### src/rtl/bicubic_tap_window.sv
// ---------------------------------------------------------------------------
// bicubic_tap_window
//   Feeder for the 4-tap bicubic weight-sum stage. Accepts a raster pixel
//   stream one row at a time and presents, for every column x of the row, the
//   horizontal window (p[x-1], p[x], p[x+1], p[x+2]). Out-of-row indices are
//   clamped to the row, so the edge pixels are replicated. Exactly LINE_W
//   windows are produced per row; both sides use a valid/ready handshake.
//
// Parameters
//   PIX_W   bits per pixel
//   LINE_W  pixels per row (>= 3)
//
// Ports
//   clk        rising-edge clock
//   rst        asynchronous reset, active-low
//   pix_in     input pixel
//   pix_valid  pix_in is valid
//   pix_ready  block accepts pix_in this cycle
//   tap_0..3   window taps p[x-1], p[x], p[x+1], p[x+2] (clamped)
//   tap_valid  taps hold a valid window
//   tap_ready  downstream consumes the window
//   tap_last   window is the last column of the row
// ---------------------------------------------------------------------------
module bicubic_tap_window #(
    parameter int unsigned PIX_W  = 8,
    parameter int unsigned LINE_W = 64
) (
    input  logic             clk,
    input  logic             rst,
    input  logic [PIX_W-1:0] pix_in,
    input  logic             pix_valid,
    output logic             pix_ready,
    output logic [PIX_W-1:0] tap_0,
    output logic [PIX_W-1:0] tap_1,
    output logic [PIX_W-1:0] tap_2,
    output logic [PIX_W-1:0] tap_3,
    output logic             tap_valid,
    input  logic             tap_ready,
    output logic             tap_last
);

    localparam int unsigned   CW       = (LINE_W > 1) ? $clog2(LINE_W) : 1;
    localparam logic [CW-1:0] LAST_IDX = CW'(LINE_W - 1);
    localparam logic [CW-1:0] P2_IDX   = CW'(2);

    typedef enum logic [1:0] {
        FILL,
        RUN,
        FLUSH
    } state_t;

    state_t           state_q, state_d;
    logic [CW-1:0]    in_cnt_q, in_cnt_d;
    logic             fl_cnt_q, fl_cnt_d;
    logic [PIX_W-1:0] r_q [4];
    logic [PIX_W-1:0] r_d [4];
    logic             tap_valid_q, tap_valid_d;
    logic             tap_last_q, tap_last_d;

    logic adv;
    logic accept;

    // Output slot is free when empty or being consumed this cycle.
    assign adv       = !tap_valid_q || tap_ready;
    assign pix_ready = (state_q != FLUSH) && adv;
    assign accept    = pix_valid && pix_ready;

    always_comb begin
        state_d     = state_q;
        in_cnt_d    = in_cnt_q;
        fl_cnt_d    = fl_cnt_q;
        r_d         = r_q;
        tap_valid_d = tap_valid_q;
        tap_last_d  = tap_last_q;

        // Nothing moves while a window is stalled downstream.
        if (adv) begin
            // Any free-slot cycle without a new window leaves the slot empty.
            tap_valid_d = 1'b0;
            tap_last_d  = 1'b0;
            unique case (state_q)
                FILL, RUN: begin
                    if (accept) begin
                        if (state_q == FILL && in_cnt_q == '0) begin
                            // First pixel fills every tap: left-edge replication.
                            r_d[0] = pix_in;
                            r_d[1] = pix_in;
                            r_d[2] = pix_in;
                            r_d[3] = pix_in;
                        end else begin
                            r_d[0] = r_q[1];
                            r_d[1] = r_q[2];
                            r_d[2] = r_q[3];
                            r_d[3] = pix_in;
                        end
                        tap_valid_d = (state_q == RUN) || (in_cnt_q == P2_IDX);
                        if (in_cnt_q == LAST_IDX) begin
                            // Row end wins over FILL->RUN so LINE_W == 3 flushes directly.
                            state_d  = FLUSH;
                            in_cnt_d = '0;
                        end else begin
                            in_cnt_d = in_cnt_q + CW'(1);
                            if (state_q == FILL && in_cnt_q == P2_IDX) begin
                                state_d = RUN;
                            end
                        end
                    end
                end
                FLUSH: begin
                    // Right-edge replication: re-shift the newest sample.
                    r_d[0]      = r_q[1];
                    r_d[1]      = r_q[2];
                    r_d[2]      = r_q[3];
                    r_d[3]      = r_q[3];
                    tap_valid_d = 1'b1;
                    if (fl_cnt_q) begin
                        tap_last_d = 1'b1;
                        state_d    = FILL;
                        fl_cnt_d   = 1'b0;
                    end else begin
                        fl_cnt_d = 1'b1;
                    end
                end
                default: begin
                    state_d = FILL;
                end
            endcase
        end
    end

    always_ff @(posedge clk or negedge rst) begin
        if (!rst) begin
            state_q     <= FILL;
            in_cnt_q    <= '0;
            fl_cnt_q    <= 1'b0;
            r_q[0]      <= '0;
            r_q[1]      <= '0;
            r_q[2]      <= '0;
            r_q[3]      <= '0;
            tap_valid_q <= 1'b0;
            tap_last_q  <= 1'b0;
        end else begin
            state_q     <= state_d;
            in_cnt_q    <= in_cnt_d;
            fl_cnt_q    <= fl_cnt_d;
            r_q         <= r_d;
            tap_valid_q <= tap_valid_d;
            tap_last_q  <= tap_last_d;
        end
    end

    assign tap_0     = r_q[0];
    assign tap_1     = r_q[1];
    assign tap_2     = r_q[2];
    assign tap_3     = r_q[3];
    assign tap_valid = tap_valid_q;
    assign tap_last  = tap_last_q;

endmodule
### config.mk
export PLATFORM = sky130hd
export DESIGN_NAME = bicubic_tap_window
export DESIGN_NICKNAME = d
export VERILOG_FILES = /design/src/rtl/bicubic_tap_window.sv
export SDC_FILE = /design/constraint.sdc
export NUM_CORES = 1
export LEC_CHECK = 0
export ABC_CLOCK_PERIOD_IN_PS = 3000
export BUFFER_PORTS_ARGS = -buffer_cell sky130_fd_sc_hd__buf_2
export CAP_MARGIN = 15
export CORE_MARGIN = 1.5
export CORE_UTILIZATION = 45
export DETAILED_ROUTE_END_ITERATION = 6
export PLACE_DENSITY = 0.75
export SYNTH_ARGS = -nofsm -noshare
export SYNTH_HDL_FRONTEND = slang
export SYNTH_SLANG_ARGS = --single-unit
### constraint.sdc
create_clock -name clk -period 3 [get_ports clk]
set_clock_uncertainty 0.2 [all_clocks]
set_input_delay 0.3 -clock clk [delete_from_list [all_inputs] [get_ports clk]]
set_output_delay 0.3 -clock clk [all_outputs]
set_load 0.02 [all_outputs]
# --- After elaboration in Yosys (flattened, before gate mapping) ---
# Index checks and enable logic that the tools add are counted.
totals:
  regBits: 43
  in_bits: 12
  out_inout_bits: 35
op_classes:
  addsub: 1
  eq_ne: 8
  muxes: 14
  n_bitwise: 1
  n_reduce_logical: 16
ops:
  columns: ["cell", "n"]
  rows:
  - ["$mux W32", 2]
  - ["$pmux W32 S2", 1]
  - ["$mux W2", 4]
  - ["$reduce_and A4 Y1", 2]
  - ["$add A6 B1 Y6 const B", 1]
  - ["$eq A6 B2 Y1 const B", 1]
  - ["$eq A6 B6 Y1 const B", 1]
  - ["$logic_not A6 Y1", 1]
  - ["$mux W6", 1]
  - ["$ne A2 B2 Y1 const B", 3]
  - ["$reduce_and A3 Y1", 2]
  - ["$logic_and A1 B1 Y1", 4]
  - ["$mux W1", 4]
  - ["$pmux W2 S2", 1]
  - ["$ne A3 B3 Y1 const B", 1]
  - ["$eq A2 B1 Y1 const B", 1]
  - ["$eq A2 B2 Y1 const B", 1]
  - ["$logic_not A2 Y1", 1]
  - ["$logic_or A1 B1 Y1", 2]
  - ["$pmux W1 S2", 1]
  - ["$reduce_and A2 Y1", 1]
  - ["$reduce_bool A2 Y1", 1]
  - ["$reduce_or A2 Y1", 1]
  - ["$logic_not A1 Y1", 1]
  - ["$not A1 Y1", 1]

# --- Depth between registers and ports, before layout ---
logic_depth:
  ltp_word: 6
  mapped_depth: 6

# --- Least setup slack after synthesis ---
# No wires, ideal clock.
synth_path:
  kind: "reg2reg"
  start: "register tap_valid_q (netlist: tap_valid)"
  end: "register r_q (netlist bit tap_3[6])"
  setup_time_ns: 0.125
  t_arrival_ns: 1.414
  required_time_ns: 2.675
  setup_slack_ns: 1.261
  path_stages_with_launch: 5
  period_less_slack_ns: 1.739
  cell_sequence: "dfrtp_1 -> nor2b_1 -> nor2_2 -> buf_6 -> mux2_2"
synth_via:
  elab_chain_len: 5
synth_rtl:
  columns: ["item", "line", "source"]
  rows:
  - ["start: declaration", "57", "logic tap_valid_q, tap_valid_d;"]
  - ["start signal: assignment", "147", "tap_valid_q <= tap_valid_d;"]
  - ["$logic_not A1 Y1 (*)", "64", "assign adv = !tap_valid_q || tap_ready;"]
  - ["$logic_or A1 B1 Y1 (*)", "64", null]
  - ["$logic_and A1 B1 Y1", "65", "assign pix_ready = (state_q != FLUSH) && adv;"]
  - ["$logic_and A1 B1 Y1", "66", "assign accept = pix_valid && pix_ready;"]
  - ["$reduce_and A4 Y1 (no source line) (*)", null, null]
  - ["end signal: assignment", "146", "r_q <= r_d;"]
  - ["end: declaration", "55", "logic [PIX_W-1:0] r_q [4];"]
# Mark *: on every way between the ends. The rest lies on a longest branch, timed or not.
# A chain may end at the register's enable or synchronous reset.

# --- Worst setup path after layout ---
layout_path:
  start: "register state_q[1]"
  end: "register in_cnt_q[3]"
layout_via:
  elab_chain_len: 4
  word_cells_on_any_way: 7
  classes_between: "eq/ne (2); reduce/logical (5)"
layout_rtl:
  columns: ["item", "line", "source"]
  rows:
  - ["start: declaration", "52", "state_t state_q, state_d;"]
  - ["start signal: assignment", "143", "state_q <= state_d;"]
  - ["$ne A2 B2 Y1", "65", null]
  - ["$logic_and A1 B1 Y1", "65", null]
  - ["$logic_and A1 B1 Y1", "66", null]
  - ["$reduce_and A3 Y1 (no source line) (*)", null, null]
  - ["end signal: assignment", "144", "in_cnt_q <= in_cnt_d;"]
  - ["end: declaration", "53", "logic [CW-1:0] in_cnt_q, in_cnt_d;"]
# Marked as above.

==> key figures <==
Die
  – Die area: ~4800 sq um
  – # rows: 23
  – Starting Density: a little under half
  – Die Height: 68.95 um
  – Core Area: between 4000 and 5000 sq um
  – Die Wd: around 69 um
  – I/O Pins: 47

Route
  – Number of DRC markers in iteration 0: 92
  – Routed wire length: slightly below 4 mm
  – Vias: ~1,500
  – Wire per inst: 13.62 um
  – DR vias/cell: roughly 5
  – Routed Antenna Nets: 0
  – DRC viols: 0
  – TritonRoute pass-1 iters: 4

Setup path
  – R2R cell count: 4
  – Reg-to-Reg Start: state_q[1]
  – CP max-delay cell: nor2_2
  – Critical Path Sink Type: register
  – Crit path kind: reg -> reg
  – Maximum single-stage delay on the critical path: between 0.5 and 0.6 ns
  – CP startpoint kind: register
  – Crit-path cells: nand2b_4 -> nor2_2 -> o21ai_0 -> a22o_1
  – Crit path required time: between 2 and 3 ns
  – Reg2reg setup slack: around 1.0 ns
  – Worst flop-to-flop path endpoint: in_cnt_q[3]
  – Critical Path AT: between 1.5 and 2 ns
  – Worst-path fanout max: 16

Timing
  – Setup tns final: 0 ns
  – Final Setup Violations: 0
  – Slew HR: ~37%
  – Clock period minus worst slack: around 2.0 ns
  – PnR worst setup slack: approximately 1.0 ns
  – Peak Freq: 510.2 MHz
  – Hold slack: 0.05717 ns
  – Final hold viol count: 0
  – Actual slew at the worst max-slew pin: 0.9429 ns
  – RSZ-0062 raised after global routing: false
  – Final period util: between 60 and 70%
  – Slew Limit Fails: 0

Cells and area
  – Fraction of layout cells with a size suffix above 1: roughly 33%
  – Fillers: 360
  – Net count, final: 251
  – Area Overhead vs Synth: 16.75%
  – Final instance area: between 2000 and 2500 sq um
  – Non-filler cells, final: 286
  – Fin util: 55.91%
  – Ant diodes: 0

Clocking
  – Setup Buffers After CTS: 0
  – H-tree levels: 2
  – CTS tree: yes
  – Clock slew at reported path FFs: approximately 0.08 ns
  – CTS root buffer: clkbuf_8
  – CTS max path bufs: 2
  – Cells resized by post-CTS repair: 0
  – TritonCTS Buffers: 5
  – CTS Hold Buffers Added: 1
  – Clk sink count: 43
  – Skew-Pair Late Insertion Delay: roughly 0.29 ns

Logic synthesis
  – Mapped cell area: 1957 sq um
  – Top_reg_cell synth: dfrtp_1
  – Post-Syn Instances: around 190
  – Post-synth net total: 202
  – Synthesized flop and latch total: 43
  – Synth async-reset ratio: 100.0%
  – Post-synthesis sequential area ratio: ~55%
  – Syn avg cell area: 10.46 sq um
  – Synth cell types: 34
  – Post-synth EDFFs: 0
  – Yosys warning count: 0

Outcome
  – Run status: finished, final reports clean

GRT
  – Total Routing Usage GR: about 17%
  – Largest net degree at the start of global routing: between 40 and 50
  – Number of global-route vias before repair: between 1,000 and 1,500
  – GRT Residual Overflow: 0
  – First-pass GRT wire length: approximately 6 mm
  – Initial antenna violation count: 0

Placed design
  – Placed cell count: 278
  – Pre-CTS setup slack: 1.059 ns
  – HPWL after detailed placement: around 2.7 mm
  – RD Place Congestion: approximately 0.85
  – Port bufs: 46
  – Placed cell areas: ~2200 sq um

Run
  – Maxcap violations: 0

Hold path
  – Hold Path Cell Cnt: 2
  – WHS Endpoint: tap_3[0]
  – Tightest Hold Check Type: in -> reg
  – Min-delay src: pix_in[0]

Pwr
  – Power per Cell Area: slightly below 900 nW/um^2
  – Total power draw: 2.044 mW
  – Leak pwr: 1.081 nW
  – VDD IR-drop max: 0.6206 mV
[cell type report]
| type | instances | area (sq um) | area share [%] |
|---|---|---|---|
| inverters | 2 | 7.507 | 0.3286 |
| clock inverters | 1 | 5.005 | 0.2191 |
| repair buffers | 49 | 255.2 | 11.17 |
| clock buffers | 6 | 82.58 | 3.614 |
| flip-flops and latches | 43 | 1076 | 47.10 |
| multi-input cells | 135 | 795.8 | 34.83 |
| well taps | 50 | 62.56 | 2.738 |
[sequential cells by signal, indices dropped and copies added (netlist names)]
| register | count |
|---|---|
| fl_cnt_q | 1 |
| tap_1 | 8 |
| tap_3 | 8 |
| state_q | 2 |
| tap_0 | 8 |
| tap_valid | 1 |
| tap_2 | 8 |
| tap_last | 1 |
| in_cnt_q | 6 |
[critical path: cells and delay by family, from the launching register on]
kind	cells	cell delay, ns
compound gates	2	0.42
flops	1	0.45
simple gates	2	0.77
[metal layers]
metal	track usage [%]	wire length, um	up-vias
met5	0	0	-
met4	6.618	57	0
met3	4.545	238	7
met2	27.40	1798	41
met1	22.97	1800	689
li1	-	-	731
[kinds of logic after synthesis]
| kind of cell | after synthesis | synth area share (%) |
|---|---|---|
| adders and majority gates | 3 | 1.918 |
| DFF | 43 | 54.99 |
| xor gates and xnor gates | 3 | 1.343 |
| buffers and inverters | 9 | 4.348 |
| and+or+nand+nor | 75 | 18.16 |
| muxes | 8 | 4.604 |
| AOI/OAI and AO/OA | 46 | 14.64 |
[how the worst max path moves through the flow]
stage / start / end / slack (ns) / cells after the start
floorplan: tap_valid / tap_3[6] / 1.26 / 4
global placement: state_q[1] / tap_3[1] / 1.09 / 3
detailed placement: state_q[1] / in_cnt_q[4] / 1.06 / 4
CTS: state_q[1] / in_cnt_q[3] / 1.04 / 4
global route: state_q[1] / in_cnt_q[3] / 0.87 / 4
finish: state_q[1] / in_cnt_q[3] / 1.04 / 4
[cell usage after synthesis (all sizes together) (2+ instances only)]
cell type | instances | share of area [%]
a31oi | 6 | 1.9
nand2 | 30 | 6.0
mux2 | 8 | 4.6
a21oi | 27 | 8.2
nor2b | 2 | 0.64
clkbuf | 3 | 1.6
nand2b | 2 | 1.0
o21ai | 7 | 1.8
nor2 | 30 | 5.9
buf | 3 | 1.7
inv | 2 | 0.38
xnor2 | 2 | 0.90
and2b | 2 | 0.83
a22o | 3 | 1.3
ha | 3 | 1.9
and3 | 4 | 1.4
dfrtp | 43 | 55
nand3 | 2 | 0.51
[placed cells by master (no fill, tap or decap), types with 3 or more instances in the layout]
master     n
a21oi_2    7
a22o_1     3
mux2_2     8
dfrtp_1   43
nor2_1    29
a31oi_1    6
buf_2     46
clkbuf_8   6
a21oi_1   20
nand2_1   28
ha_1       3
o21ai_0    6
[power by group]
part | total (mW) | switching (mW) | internal (mW)
logic | 0.762 | 0.472 | 0.291
registers | 0.918 | 0.150 | 0.768
clock network | 0.363 | 0.183 | 0.181
Note: power is estimated with default switching activity, not from simulation.
